File: config.mk
export PLATFORM = sky130hd
export DESIGN_NAME = vector_alu_pipe_flat
export DESIGN_NICKNAME = d
export VERILOG_FILES = /design/src/rtl/vector_alu_pipe_if.sv /design/src/rtl/vector_alu_pipe.sv /design/src/flat_wrapper.sv
export SDC_FILE = /design/constraint.sdc
export NUM_CORES = 1
export LEC_CHECK = 0
export ABC_AREA = 1
export BUFFER_PORTS_ARGS = -buffer_cell sky130_fd_sc_hd__buf_4
export CORE_ASPECT_RATIO = 1.4
export CORE_MARGIN = 1.5
export CORE_UTILIZATION = 61
export CTS_CLUSTER_SIZE = 20
export DETAILED_ROUTE_END_ITERATION = 10
export PLACE_DENSITY = 0.82
export SYNTH_ARGS = -nofsm -noshare
export SYNTH_HDL_FRONTEND = slang
export SYNTH_SLANG_ARGS = --single-unit
File: constraint.sdc
create_clock -name clk -period 8.2 [get_ports clk]
set_input_delay 0.41 -clock clk [delete_from_list [all_inputs] [get_ports clk]]
set_output_delay 0.41 -clock clk [all_outputs]
set_load 0.01 [all_outputs]
File: src/rtl/vector_alu_pipe_if.sv
// Operand/result handshake bundle for vector_alu_pipe: slave is the ALU side,
// master is the operand issuer / result consumer side.
interface vector_alu_pipe_if #(
    parameter int N     = 4,
    parameter int WIDTH = 8
);
    logic                        in_valid;
    logic                        in_ready;
    logic [N-1:0][WIDTH-1:0]     A;
    logic [N-1:0][WIDTH-1:0]     B;
    logic [N-1:0][2:0]           sel;
    logic [N-1:0]                enable;
    logic                        out_valid;
    logic                        out_ready;
    logic [N-1:0][2*WIDTH-1:0]   Z;
    logic [N-1:0]                dz;

    modport master (
        output in_valid, A, B, sel, enable, out_ready,
        input  in_ready, out_valid, Z, dz
    );

    modport slave (
        input  in_valid, A, B, sel, enable, out_ready,
        output in_ready, out_valid, Z, dz
    );
endinterface

File: src/rtl/vector_alu_pipe.sv
// N-lane vector ALU with a registered valid/ready result stage.
// Define VALU_DIV_EN to build the per-lane iterative restoring divider.
module vector_alu_pipe #(
    parameter int N     = 4,
    parameter int WIDTH = 8
) (
    input logic              clk,
    input logic              arst,
    vector_alu_pipe_if.slave bus
);
    localparam int W2 = 2 * WIDTH;

    typedef enum logic [1:0] {IDLE, DIV, DONE} state_t;

    state_t                 state_q, state_d;
    logic [N-1:0][W2-1:0]   z_q;
    logic [N-1:0]           dz_q;
    logic                   accept;
    logic                   divStart;

    function automatic logic [W2-1:0] laneOp(input logic [2:0] op,
                                             input logic [WIDTH-1:0] a,
                                             input logic [WIDTH-1:0] b);
        logic [W2-1:0] ax, bx, r;
        ax = W2'(a);
        bx = W2'(b);
        case (op)
            3'b000:  r = ax + bx;
            3'b001:  r = ax - bx;
            3'b010:  r = ax & bx;
            3'b011:  r = ax | bx;
            3'b100:  r = ax * bx;
            3'b110:  r = ax ^ bx;
            default: r = '0;
        endcase
        return r;
    endfunction

    assign bus.in_ready  = (state_q == IDLE) || ((state_q == DONE) && bus.out_ready);
    assign accept        = bus.in_valid && bus.in_ready;
    assign bus.out_valid = (state_q == DONE);
    assign bus.Z         = z_q;
    assign bus.dz        = dz_q;

`ifdef VALU_DIV_EN
    localparam int         CW     = (WIDTH > 1) ? $clog2(WIDTH) : 1;
    localparam logic [2:0] OP_DIV = 3'b101;

    logic [CW-1:0]            cnt_q;
    logic [N-1:0]             divLane_q;
    logic [N-1:0][WIDTH-1:0]  divisor_q, rem_q, quo_q, rem_d, quo_d;
    logic [N-1:0][WIDTH:0]    trial;

    always_comb begin
        divStart = 1'b0;
        for (int i = 0; i < N; i++) begin
            if (bus.enable[i] && (bus.sel[i] == OP_DIV)) divStart = 1'b1;
        end
    end

    // One restoring step per lane: shift in the next dividend bit, subtract if it fits.
    always_comb begin
        for (int i = 0; i < N; i++) begin
            trial[i] = {rem_q[i], quo_q[i][WIDTH-1]};
            if (trial[i] >= {1'b0, divisor_q[i]}) begin
                rem_d[i] = WIDTH'(trial[i] - {1'b0, divisor_q[i]});
                quo_d[i] = {quo_q[i][WIDTH-2:0], 1'b1};
            end else begin
                rem_d[i] = trial[i][WIDTH-1:0];
                quo_d[i] = {quo_q[i][WIDTH-2:0], 1'b0};
            end
        end
    end
`else
    assign divStart = 1'b0;
`endif

    always_comb begin
        state_d = state_q;
        case (state_q)
            IDLE: begin
                if (accept) state_d = divStart ? DIV : DONE;
            end
            DIV: begin
`ifdef VALU_DIV_EN
                if (cnt_q == '0) state_d = DONE;
`else
                state_d = IDLE;
`endif
            end
            DONE: begin
                if (accept)             state_d = divStart ? DIV : DONE;
                else if (bus.out_ready) state_d = IDLE;
            end
            default: state_d = IDLE;
        endcase
    end

    always_ff @(posedge clk) begin
        if (arst) state_q <= IDLE;
        else      state_q <= state_d;
    end

    // Non-divide lanes resolve at accept; divide lanes are written on the last step.
    always_ff @(posedge clk) begin
        if (arst) begin
            z_q  <= '0;
            dz_q <= '0;
`ifdef VALU_DIV_EN
            cnt_q     <= '0;
            divLane_q <= '0;
            divisor_q <= '0;
            rem_q     <= '0;
            quo_q     <= '0;
`endif
        end else if (accept) begin
            for (int i = 0; i < N; i++) begin
                z_q[i] <= bus.enable[i] ? laneOp(bus.sel[i], bus.A[i], bus.B[i]) : '0;
`ifdef VALU_DIV_EN
                dz_q[i]      <= bus.enable[i] && (bus.sel[i] == OP_DIV) && (bus.B[i] == '0);
                divLane_q[i] <= bus.enable[i] && (bus.sel[i] == OP_DIV);
`else
                dz_q[i] <= 1'b0;
`endif
            end
`ifdef VALU_DIV_EN
            cnt_q     <= CW'(WIDTH - 1);
            divisor_q <= bus.B;
            quo_q     <= bus.A;
            rem_q     <= '0;
`endif
        end
`ifdef VALU_DIV_EN
        else if (state_q == DIV) begin
            cnt_q <= cnt_q - CW'(1);
            rem_q <= rem_d;
            quo_q <= quo_d;
            if (cnt_q == '0) begin
                for (int i = 0; i < N; i++) begin
                    if (divLane_q[i]) z_q[i] <= dz_q[i] ? '0 : W2'(quo_d[i]);
                end
            end
        end
`endif
    end
endmodule

File: src/flat_wrapper.sv
// flat-port wrapper written by rule: the top's interface ports become plain ports
module vector_alu_pipe_flat 
#(
    parameter int N     = 4,
    parameter int WIDTH = 8
)
  (clk, arst, bus_in_valid, bus_A, bus_B, bus_sel, bus_enable, bus_out_ready, bus_in_ready, bus_out_valid, bus_Z, bus_dz);
  vector_alu_pipe_if #(.N(N), .WIDTH(WIDTH)) bus_i ();
  input logic clk;
  input logic arst;
  input wire logic [$bits(bus_i.in_valid)-1:0] bus_in_valid;
  input wire logic [$bits(bus_i.A)-1:0] bus_A;
  input wire logic [$bits(bus_i.B)-1:0] bus_B;
  input wire logic [$bits(bus_i.sel)-1:0] bus_sel;
  input wire logic [$bits(bus_i.enable)-1:0] bus_enable;
  input wire logic [$bits(bus_i.out_ready)-1:0] bus_out_ready;
  output wire logic [$bits(bus_i.in_ready)-1:0] bus_in_ready;
  output wire logic [$bits(bus_i.out_valid)-1:0] bus_out_valid;
  output wire logic [$bits(bus_i.Z)-1:0] bus_Z;
  output wire logic [$bits(bus_i.dz)-1:0] bus_dz;
  assign bus_i.in_valid = bus_in_valid;
  assign bus_i.A = bus_A;
  assign bus_i.B = bus_B;
  assign bus_i.sel = bus_sel;
  assign bus_i.enable = bus_enable;
  assign bus_i.out_ready = bus_out_ready;
  assign bus_in_ready = bus_i.in_ready;
  assign bus_out_valid = bus_i.out_valid;
  assign bus_Z = bus_i.Z;
  assign bus_dz = bus_i.dz;
  vector_alu_pipe #(.N(N), .WIDTH(WIDTH)) u_core (.clk(clk), .arst(arst), .bus(bus_i));
endmodule
# After elaboration in Yosys (flattened, before gate mapping)

Index checks and enable logic that the tools add are counted.

Register bits: 66
Logic and storage cells: 73

Reductions and logical operators: 9
Equality and inequality tests: 23
Add/sub/neg operators: 8
Multipliers: 4
Bitwise logic cells: 12
Muxes and demuxes: 12

Operators with widths:

| cell                                                  | count |
|---|---|
| one-hot mux 16 bit (6 select lines)                   | 4 |
| multiplier 8 x 8 -> 16 bit                            | 4 |
| 2-to-1 mux 16 bit                                     | 4 |
| adder 8 x 8 -> 9 bit                                  | 4 |
| subtractor 8 x 8 -> 9 bit                             | 4 |
| bitwise AND 8 bit                                     | 4 |
| bitwise OR 8 bit                                      | 4 |
| XOR 8 bit                                             | 4 |
| == test 3 x 2 -> 1 bit, second input constant         | 8 |
| == test 3 bit, second input constant                  | 8 |
| == test 3 x 1 -> 1 bit, second input constant         | 4 |
| zero test 3 bit                                       | 4 |
| 2-to-1 mux 2 bit                                      | 3 |
| one-hot mux 2 bit (2 select lines)                    | 1 |
| inequality test 3 x 2 -> 1 bit, second input constant | 1 |
| == test 2 bit, second input constant                  | 1 |
| logical AND 1 bit                                     | 2 |
| zero test 2 bit                                       | 1 |
| inequality test 2 x 1 -> 1 bit, second input constant | 1 |
| AND reduction 2 bit                                   | 1 |
| logical OR 1 bit                                      | 1 |

# Longest topological paths before layout

Gate-level depths: netlist of run 1.

Depth after elaboration: 6
Mapped depth: 23
Depth with buffers taken out: 22

# Least setup slack after synthesis of run 1

No wires, ideal clock.

Path kind: input-to-reg
From: input bus_A[29]
To: register u_core.z_q (netlist bit u_core.bus.Z[63])
Buffers on the path: 1
Data arrival time: 3770 ps
Path slack: 4298 ps
Required time: 8068 ps
Stages: 19
Path through: clkbuf_1 > nand2_1 > fa_1 > fa_1 > inv_1 > fa_1 > inv_1 > fa_1 > inv_1 > ha_1 > nand2_1 > nor2_1 > nand3_1 > nand3_1 > nand2_1 > nand3_1 > nand2_1 > nand2_1 > a21oi_1

Word-level cells in the longest chain between the ends: 3
Elaborated cells on any way between the ends: 4
Classes of those cells: 1 x add/sub; 1 x mul; 2 x mux

Ends and longest elaborated chain:

| element                                                                        | RTL line                                     | source |
|---|---|---|
| from (decl)                                                                    | flat_wrapper.sv:12                           | `input wire logic [$bits(bus_i.A)-1:0] bus_A;` |
| multiplier 8 x 8 -> 16 bit / subtractor 8 x 8 -> 9 bit (equally long branches) | vector_alu_pipe.sv:32, vector_alu_pipe.sv:29 |  |
| one-hot mux 16 bit (6 select lines) *                                          | vector_alu_pipe.sv:27                        | `case (op)` |
| 2-to-1 mux 16 bit *                                                            | vector_alu_pipe.sv:118                       | `z_q[i] <= bus.enable[i] ? laneOp(bus.sel[i], bus.A[i], bus.B[i]) : '0;` |
| to (signal, indexed assignment)                                                | vector_alu_pipe.sv:118                       |  |
| to (decl)                                                                      | vector_alu_pipe.sv:16                        | `logic [N-1:0][W2-1:0] z_q;` |

Every way passes the cells marked *; elsewhere a longest branch is shown, timed or not.
A chain may end at the register's enable or synchronous reset.

# Final worst setup path of run 1

From: input bus_A[20]
To: register u_core.z_q (netlist bit u_core.bus.Z[44])

Same word-level chain as after synthesis.

==> results.toml, run 1 <==
[outcome]
status = "completed"

[cts]
htree_levels = 3
post_cts_resized = 0
cts_buffers = 9
clock_path_buffers = 2
insertion_delay_ns = 0.35
cts_hold_buf = 0
cts.clk_slew.worst_paths_ns = 0.06
cts_tree = "yes"
cts_sinks = 65
root_buffer = "clkbuf_16"
post_cts_buffers = 0

[hold_path]
hold_depth = 4
worstHoldStart = "bus_out_ready"
hold_path.class = "input pin to register"
hold_end = "u_core.state_q[1]$_SDFFE_PP0P_"

[synthesis]
synthMuxAreaShare_pct = 0
ys_types = 41
yosysTopAreaCell = "fa_1"
yosys_warnings = 0
ys_top_cells_by_area = "fa_1, nand2_1, ha_1"
synth_top_family_by_area = "adder cells"
synth_cells = 2652
synthFlopType = "dfxtp_1"
synth-seq-cells = 65
seq_area_frac_synth_pct = 7.80
synth_edf_count = 0
synthArstFlopShare_pct = 0
synth_xor_area_share_pct = 0.263
syn_area_per_cell_sq_um = 6.29
yosys.area_share.simple_pct = 30.2
synth_compound_area_share_pct = 7.66
synthAdderAreaFrac_pct = 36.3
synth_top_area_share_pct = 18.3
syn_area_sq_um = 16700

[timing]
rsz0062_at_grt = "false"
period_needed_ns = 3.91
setup_tns_ns = 0
finalClockSkew_ns = 0.0123
setup_viol = 0
slew_violations = 0
max_slew_margin_pct = 15.5
max_freq_mhz = 256
hold_violations = 0
min_period_over_period_pct = 47.7
setup_ws_ns = 4.29
worst_pin_slew_ns = 1.26

[critical_path]
path_class = "input pin to register"
cpPeakStageDelay_ns = 0.51
worst-path-max-fanout = 10
critPathTopFamily = "adder cells"
crit_buf_inv = 3
r2r_end = "u_core.bus.Z[50]$_SDFFE_PP0P_"
required_ns = 8.41
timing.rr.start = "u_core.state_q[1]$_SDFFE_PP0P_"
reg2reg_slack_ns = 5.65
reg2reg_depth = 6
cp.arrival_ns = 4.12
crit_path_start_kind = "input pin"
crit_path_cell_trace = "buf_4 > ha_1 > fa_1 > fa_1 > fa_1 > inv_1 > fa_1 > inv_1 > ha_1 > nand2_1 > nor2_1 > nand3_1 > nand3_1 > nand2_1 > nand3_1 > nand2_1 > nand2_1 > a21oi_1"
end_kind = "register"
crit_path_top_delay_cell = "fa_1"

[pwr]
leakagePower_nw = 11.3
vdd_drop_max_mv = 0.0988
power_density_nw_per_um2 = 159
p_total_mw = 2.88

[finish]
layout_commonest_cell = "nand2_1"
drive_above_1_share_pct = 8.28
seqCellArea_sq_um = 1300
layout_common_cells = "nand2_1, inv_1, ha_1"
antenna_cells = 0
nFillCells = 2453
num-nets-final = 3190
layout-area-overhead-vs-synth_pct = 8.83
multi_input_area_sq_um = 12400

[floorplan]
die_h_microns = 199
row_count = 71
die_area_sq_um = 28300
core-area_sq_um = 26900
io_pins = 154
initial_core_util_pct = 61.9
die_width_microns = 143

[drt]
drtIter0Drc = 935
via_per_inst = 5.32
avgRoutedWirePerCell_microns = 14.7
drc_errors = 0
drt-pass1-iter-count = 6
antenna_left = 0
vias = 16413
totalWireLength_microns = 45300

[placement]
place_congestion = 0.983
dp_worst_setup_slack_ns = 3.94
port_buffers = 149
hpwlAfterDp_microns = 37000

[grt]
first_global_vias = 16240
grt_pass1_wl_microns = 74500
grt.total_usage_pct = 32.6
overflow = 0
grt_max_degree = 70
antenna_found_initial = 0

[job]
maxCapViolCount = 0
-- metrics by stage --
stage                     util [%]  hold WS (ns)  instances  area [sq um]
after floorplan                  -         0.487       2655         16700
after global placement        66.2         0.454       3068         17800
after detailed placement      66.2         0.456       3068         17800
after CTS                     67.4         0.375       3084         18100
after global routing          67.4         0.408       3084         18100
final                         67.4         0.384       3084         18100
-- Yosys cell counts, drive strengths merged (3+ instances only) --
master,instances
nand2,814
inv,669
ha,240
nand3,223
fa,152
a21oi,111
nor2,104
clkbuf,76
dfxtp,65
o21ai,65
nand4,28
buf,26
nand3b,13
o22ai,11
nor3,8
o211ai,8
o31ai,7
o2111ai,5
or2,5
a21o,4
a31oi,4
o21a,4
xor2,4
o2bb2ai,3
-- worst max-delay path by stage --
stage / startpoint / end / slack, ns / cells past startpoint
global placement: bus_A[20] / u_core.bus.Z[44]$_SDFFE_PP0P_ / 3.97 / 18
global route: bus_A[20] / u_core.bus.Z[47]$_SDFFE_PP0P_ / 4.05 / 18
finish: bus_A[20] / u_core.bus.Z[44]$_SDFFE_PP0P_ / 4.29 / 18
CTS: bus_A[20] / u_core.bus.Z[47]$_SDFFE_PP0P_ / 4.31 / 20
detailed placement: bus_A[20] / u_core.bus.Z[47]$_SDFFE_PP0P_ / 3.94 / 20
floorplan: bus_A[29] / u_core.bus.Z[63]$_SDFFE_PP0P_ / 4.30 / 19
-- report_power, final --
part / leakage, nW / internal (mW) / switching [mW] / total, mW
clock network: 0.163 / 0.273 / 0.184 / 0.458
logic: 10.6 / 0.766 / 1.32 / 2.09
registers: 0.526 / 0.327 / 0.00690 / 0.334
total: 11.3 / 1.37 / 1.52 / 2.88
-- state kept, by name (all words and copies together) (netlist names) --
signal,cells
u_core.bus.Z,64
u_core.state_q,1
-- per-layer routing --
metal	track usage [%]	vias up	routed length, microns
li1	-	8095	-
met1	36.6	7550	17500
met2	60.0	609	23000
met3	2.58	159	2590
met4	19.2	0	2240
met5	0	-	0
-- cells by family (layout without fill, tap and decap cells) --
family	after synthesis	count (layout)
flip-flops	65	65
AO/OA/AOI/OAI	223	223
buffers and inverters	771	835
other	1	4
adder cells (fa/ha/maj)	392	392
AND/OR/NAND/NOR	1195	1195
XOR/XNOR	5	5
-- layout make-up --
type	instances	area share [%]
multi-input cells	1819	68.4
inverters	669	13.8
flip-flops and latches	65	7.17
repair buffers	150	6.21
well taps	365	2.52
clock buffers	9	1.24
clock inverters	7	0.586
-- worst reg2reg max path, delay by kind of cell, from the launching register on --
family	cells	cell delay, ns
AO/OA/AOI/OAI	2	0.55
buffers and inverters	1	0.37
flip-flops	1	0.32
AND/OR/NAND/NOR	3	1.25
No activity file was read; power rests on OpenSTA's default activity.
==> run 2: changes to the inputs <==
clock period = 3.94 ns   (was 8.2 ns; I/O delays follow)
==> run 2 against run 1 <==
  * Die area is the same
  * Worst setup slack lost 4.0 ns
  * Highest routed layer unchanged
  * Non-clock buffer count grew 25
  * Via count grew 2.0%
  * Combinational power grew 110%
  * Routed wire length grew 2.8%
  * Cell area grew 1.0%
  * Power grew 110%
  * Sequential cell count is the same
  * Clock skew grew 0.0015 ns
  * Core utilization grew 0.68 points
==> results.toml, run 2 (synthesis results as in run 1) <==
[grt]
grt.total_usage_pct = 33.8
overflow = 0
grt_pass1_wl_microns = 76800
antenna_found_initial = 0
first_global_vias = 16818
grt_max_degree = 66

[pwr]
vdd_drop_max_mv = 0.220
leakagePower_nw = 11.4
power_density_nw_per_um2 = 334

[hold_path]
hold_path.class = "input pin to register"

[timing]
hold_ws_ns = 0.163
max_slew_margin_pct = 42.0
finalClockSkew_ns = 0.0138
setup_ws_ns = 0.248
worst_pin_slew_ns = 0.867
min_period_over_period_pct = 93.7
rsz0062_at_grt = "false"
setup_viol = 0
max_freq_mhz = 271
period_needed_ns = 3.69
slew_violations = 0
hold_violations = 0

[critical_path]
crit_path_top_delay_cell = "fa_1"
required_ns = 4.23
crit_path_cell_trace = "buf_4 > ha_1 > fa_1 > fa_1 > fa_1 > inv_1 > fa_1 > inv_1 > ha_1 > nand2_1 > inv_1 > nand2_1 > nand2_1 > nand2_1 > nand3_1 > nand2_1 > nand3_1 > nand2_1 > nand2_1 > a21oi_1"
path_class = "input pin to register"
critPathMostFrequentCell = "nand2_1"
critPathTopFamily = "adder cells"
end_kind = "register"
crit_buf_inv = 4
reg2reg_slack_ns = 1.67
crit_path_start_kind = "input pin"
cpPeakStageDelay_ns = 0.52
cp.arrival_ns = 3.98
worst-path-max-fanout = 10

[floorplan]
initial_core_util_pct = 61.9
die_area_sq_um = 28300
io_pins = 154
die_h_microns = 199
row_count = 71
die_width_microns = 143
core-area_sq_um = 26900

[placement]
port_buffers = 149
place_congestion = 0.953
dp_worst_setup_slack_ns = -0.0855
placed_area_sq_um = 18000
hpwlAfterDp_microns = 38100

[drt]
vias = 16749
antenna_left = 0
drt-pass1-iter-count = 7
avgRoutedWirePerCell_microns = 15.0
via_per_inst = 5.39
drtIter0Drc = 949
drc_errors = 0
totalWireLength_microns = 46600

[cts]
cts_tree = "yes"
post_cts_resized = 0
root_buffer = "clkbuf_16"
cts_buffers = 9
cts.clk_slew.worst_paths_ns = 0.07
cts_hold_buf = 0
insertion_delay_ns = 0.37
htree_levels = 3
cts_sinks = 65
clock_path_buffers = 2
post_cts_buffers = 0

[outcome]
status = "completed"

[finish]
drive_above_1_share_pct = 9.11
num-nets-final = 3215
layout_commonest_cell = "nand2_1"
largest_reg_flops = 64
final_cell_area_sq_um = 18300
nFillCells = 2457
layout_common_cells = "nand2_1, inv_1, ha_1"
antenna_cells = 0
fin_util_pct = 68.1
layout-area-overhead-vs-synth_pct = 9.93

[job]
maxCapViolCount = 0
run 2: routing by layer:
| metal | up-vias | share of wire (%) | track usage (%) |
|---|---|---|---|
| met4 | 0 | 5.2 | 21.6 |
| met3 | 186 | 5.6 | 3.61 |
| met1 | 7760 | 38 | 36.5 |
| met5 | - | 0 | 0 |
| met2 | 655 | 51 | 62.4 |
| li1 | 8148 | - | - |
run 2: worst min-delay path, stage by stage:
cell	delay [ns]
buf_4	0.08
inv_1	0.03
nand2_1	0.10
a21oi_1	0.08
run 2: per-stage QoR:
| step | std cells | power [mW] | setup TNS (ns) |
|---|---|---|---|
| floorplan | 2655 | 3.98 | 0 |
| global placement | 3093 | 4.96 | -0.00129 |
| detailed placement | 3093 | 5.10 | -0.814 |
| CTS | 3109 | 6.09 | 0 |
| global route | 3109 | 6.79 | 0 |
| finish | 3109 | 6.12 | 0 |
run 2: path summary, 6_finish.rpt:
check,startpoint,depth (start not counted),end
setup / recovery,bus_A[12],20,u_core.bus.Z[30]$_SDFFE_PP0P_
hold / removal,bus_out_ready,4,u_core.state_q[1]$_SDFFE_PP0P_
setup reg to reg,u_core.state_q[1]$_SDFFE_PP0P_,5,u_core.bus.Z[17]$_SDFFE_PP0P_
hold reg to reg,u_core.bus.Z[56]$_SDFFE_PP0P_,2,u_core.bus.Z[56]$_SDFFE_PP0P_
run 2: cell type report:
| class | count | area (sq um) | area share [%] |
|---|---|---|---|
| clock buffer | 9 | 225 | 1.23 |
| tap | 365 | 457 | 2.49 |
| timing repair buffer | 175 | 1310 | 7.17 |
| sequential | 65 | 1300 | 7.10 |
| inverter | 669 | 2510 | 13.7 |
| multi-input combinational | 1819 | 12400 | 67.8 |
| clock inverter | 7 | 101 | 0.553 |
run 2: where the power goes:
group          leakage, nW  internal (mW)  switching, mW
clock network        0.153          0.560          0.389
registers            0.526          0.680         0.0138
logic                 10.7           1.66           2.82
==> run 3: changes to the inputs <==
CORE_ASPECT_RATIO = 0.7   (was 1.4)
==> run 3 against run 2 <==
  * Sequential power about the same
  * Critical endpoint is now u_core.bus.Z[57]$_SDFFE_PP0P_
  * Cell area is 0.47% lower
  * Non-clock buffer count shrank 8
  * Sequential cell count is the same
  * Worst setup slack got worse by 0.0080 ns
  * Sequential share of layout area hardly changed
  * Critical path type unchanged
  * Highest routed layer unchanged
==> results.toml, run 3 (synthesis results as in run 1) <==
[critical_path]
reg2reg_depth = 5
end_kind = "register"
worst-path-max-fanout = 9
crit_buf_inv = 4
critPathTopFamily = "adder cells"
cpPeakStageDelay_ns = 0.50
critPathMostFrequentCell = "nand2_1"
crit_path_cell_trace = "buf_4 > nand2_1 > inv_1 > fa_1 > fa_1 > inv_1 > fa_1 > fa_1 > inv_1 > ha_1 > nand2_1 > nand2_1 > nor2_1 > o21ai_0 > nand2_1 > nand2_1 > o21ai_1 > nand2_1 > a21oi_1"
required_ns = 4.22
crit_path_start_kind = "input pin"
critical_path_cell_count = 19
crit_path_top_delay_cell = "fa_1"
cp.arrival_ns = 3.98
path_class = "input pin to register"

[timing]
setup_ws_ns = 0.240
worst_pin_slew_ns = 1.10
period_needed_ns = 3.70
max_slew_margin_pct = 26.5
finalClockSkew_ns = 0.0101
min_period_over_period_pct = 93.9
hold_violations = 0
max_freq_mhz = 270
slew_violations = 0
setup_viol = 0
rsz0062_at_grt = "false"

[finish]
drive_above_1_share_pct = 8.85
final_cells = 3100
layout_common_cells = "nand2_1, inv_1, ha_1"
layout_commonest_cell = "nand2_1"
antenna_cells = 0
num-nets-final = 3207
largest_reg_flops = 64
layout-area-overhead-vs-synth_pct = 9.41

[cts]
cts.clk_slew.worst_paths_ns = 0.07
htree_levels = 3
root_buffer = "clkbuf_16"
insertion_delay_ns = 0.36
cts_sinks = 65
cts_hold_buf = 0
cts_buffers = 9
post_cts_buffers = 0
cts_tree = "yes"
post_cts_resized = 0
clock_path_buffers = 2

[pwr]
power_density_nw_per_um2 = 329
vdd_drop_max_mv = 0.208
leakagePower_nw = 11.3

[grt]
grt_max_degree = 66
grtUsageMet3_pct = 7.05
grtUsageMet1_pct = 47.2
antenna_found_initial = 0
first_global_vias = 15872
overflow = 0
grt_pass1_wl_microns = 77100
met2_usage_pct = 52.4
grt.total_usage_pct = 33.3
top_usage_layer = "met2"

[drt]
vias = 16595
drc_errors = 0
drtIter0Drc = 1436
avgRoutedWirePerCell_microns = 15.1
drt-pass1-iter-count = 6
totalWireLength_microns = 46700
via_per_inst = 5.35
antenna_left = 0

[floorplan]
row_count = 50
die_area_sq_um = 28400
die_h_microns = 141
initial_core_util_pct = 62.3
io_pins = 154
core-area_sq_um = 26800
die_width_microns = 201

[placement]
place_congestion = 0.960
hpwlAfterDp_microns = 38700
port_buffers = 149
placed_cells = 3084
dp_worst_setup_slack_ns = -0.0526

[job]
maxCapViolCount = 0

[hold_path]
hold_depth = 4
hold_path.class = "input pin to register"

[outcome]
status = "completed"
[run 3: layout make-up]
| type | instances | area, sq um |
|---|---|---|
| Clock buffer | 9 | 225 |
| Timing Repair Buffer | 167 | 1250 |
| Tap cell | 364 | 455 |
| Clock inverter | 7 | 76.3 |
| Fill cell | 2393 | 8530 |
| Sequential cell | 65 | 1300 |
| Multi-Input combinational cell | 1819 | 12400 |
| Inverter | 669 | 2510 |
[run 3: final timing paths]
| kind | from | endpoint | slack, ns |
|---|---|---|---|
| max | bus_B[26] | u_core.bus.Z[57]$_SDFFE_PP0P_ | 0.24 |
| min | bus_out_ready | u_core.state_q[1]$_SDFFE_PP0P_ | 0.35 |
| max reg2reg | u_core.state_q[1]$_SDFFE_PP0P_ | u_core.bus.Z[49]$_SDFFE_PP0P_ | 1.11 |
| min reg2reg | u_core.bus.Z[30]$_SDFFE_PP0P_ | u_core.bus.Z[30]$_SDFFE_PP0P_ | 0.46 |
[run 3: metal layers]
metal  share of wire (%)  up-vias
met5                   0        -
li1                    -     8133
met2                  43      731
met1                  45     7665
met4                 1.9        0
met3                 9.9       66
[run 3: metrics by stage]
stage	power (mW)	utilization, %	hold WS (ns)	cell area, sq um	TNS [ns]
after global routing	6.66	68.1	0.393	18200	0
after CTS	5.93	68.1	0.327	18200	0
after global placement	4.90	67.0	0.454	17900	-0.0688
after floorplan	3.98	-	0.487	16700	0
final	6.00	68.1	0.347	18200	0
after detailed placement	5.04	67.0	0.457	17900	-0.191
[run 3: worst register-to-register path: stages (launching register included)]
cell	delay, ns
dfxtp_1	0.31
nand2_1	0.25
nand2_2	0.63
nor2_1	1.10
o21ai_1	0.27
a21oi_1	0.19
[run 3: power by group]
group,total [mW],switching (mW),internal [mW]
clock,0.872,0.376,0.496
combinational,4.44,2.82,1.62
sequential,0.694,0.0143,0.680
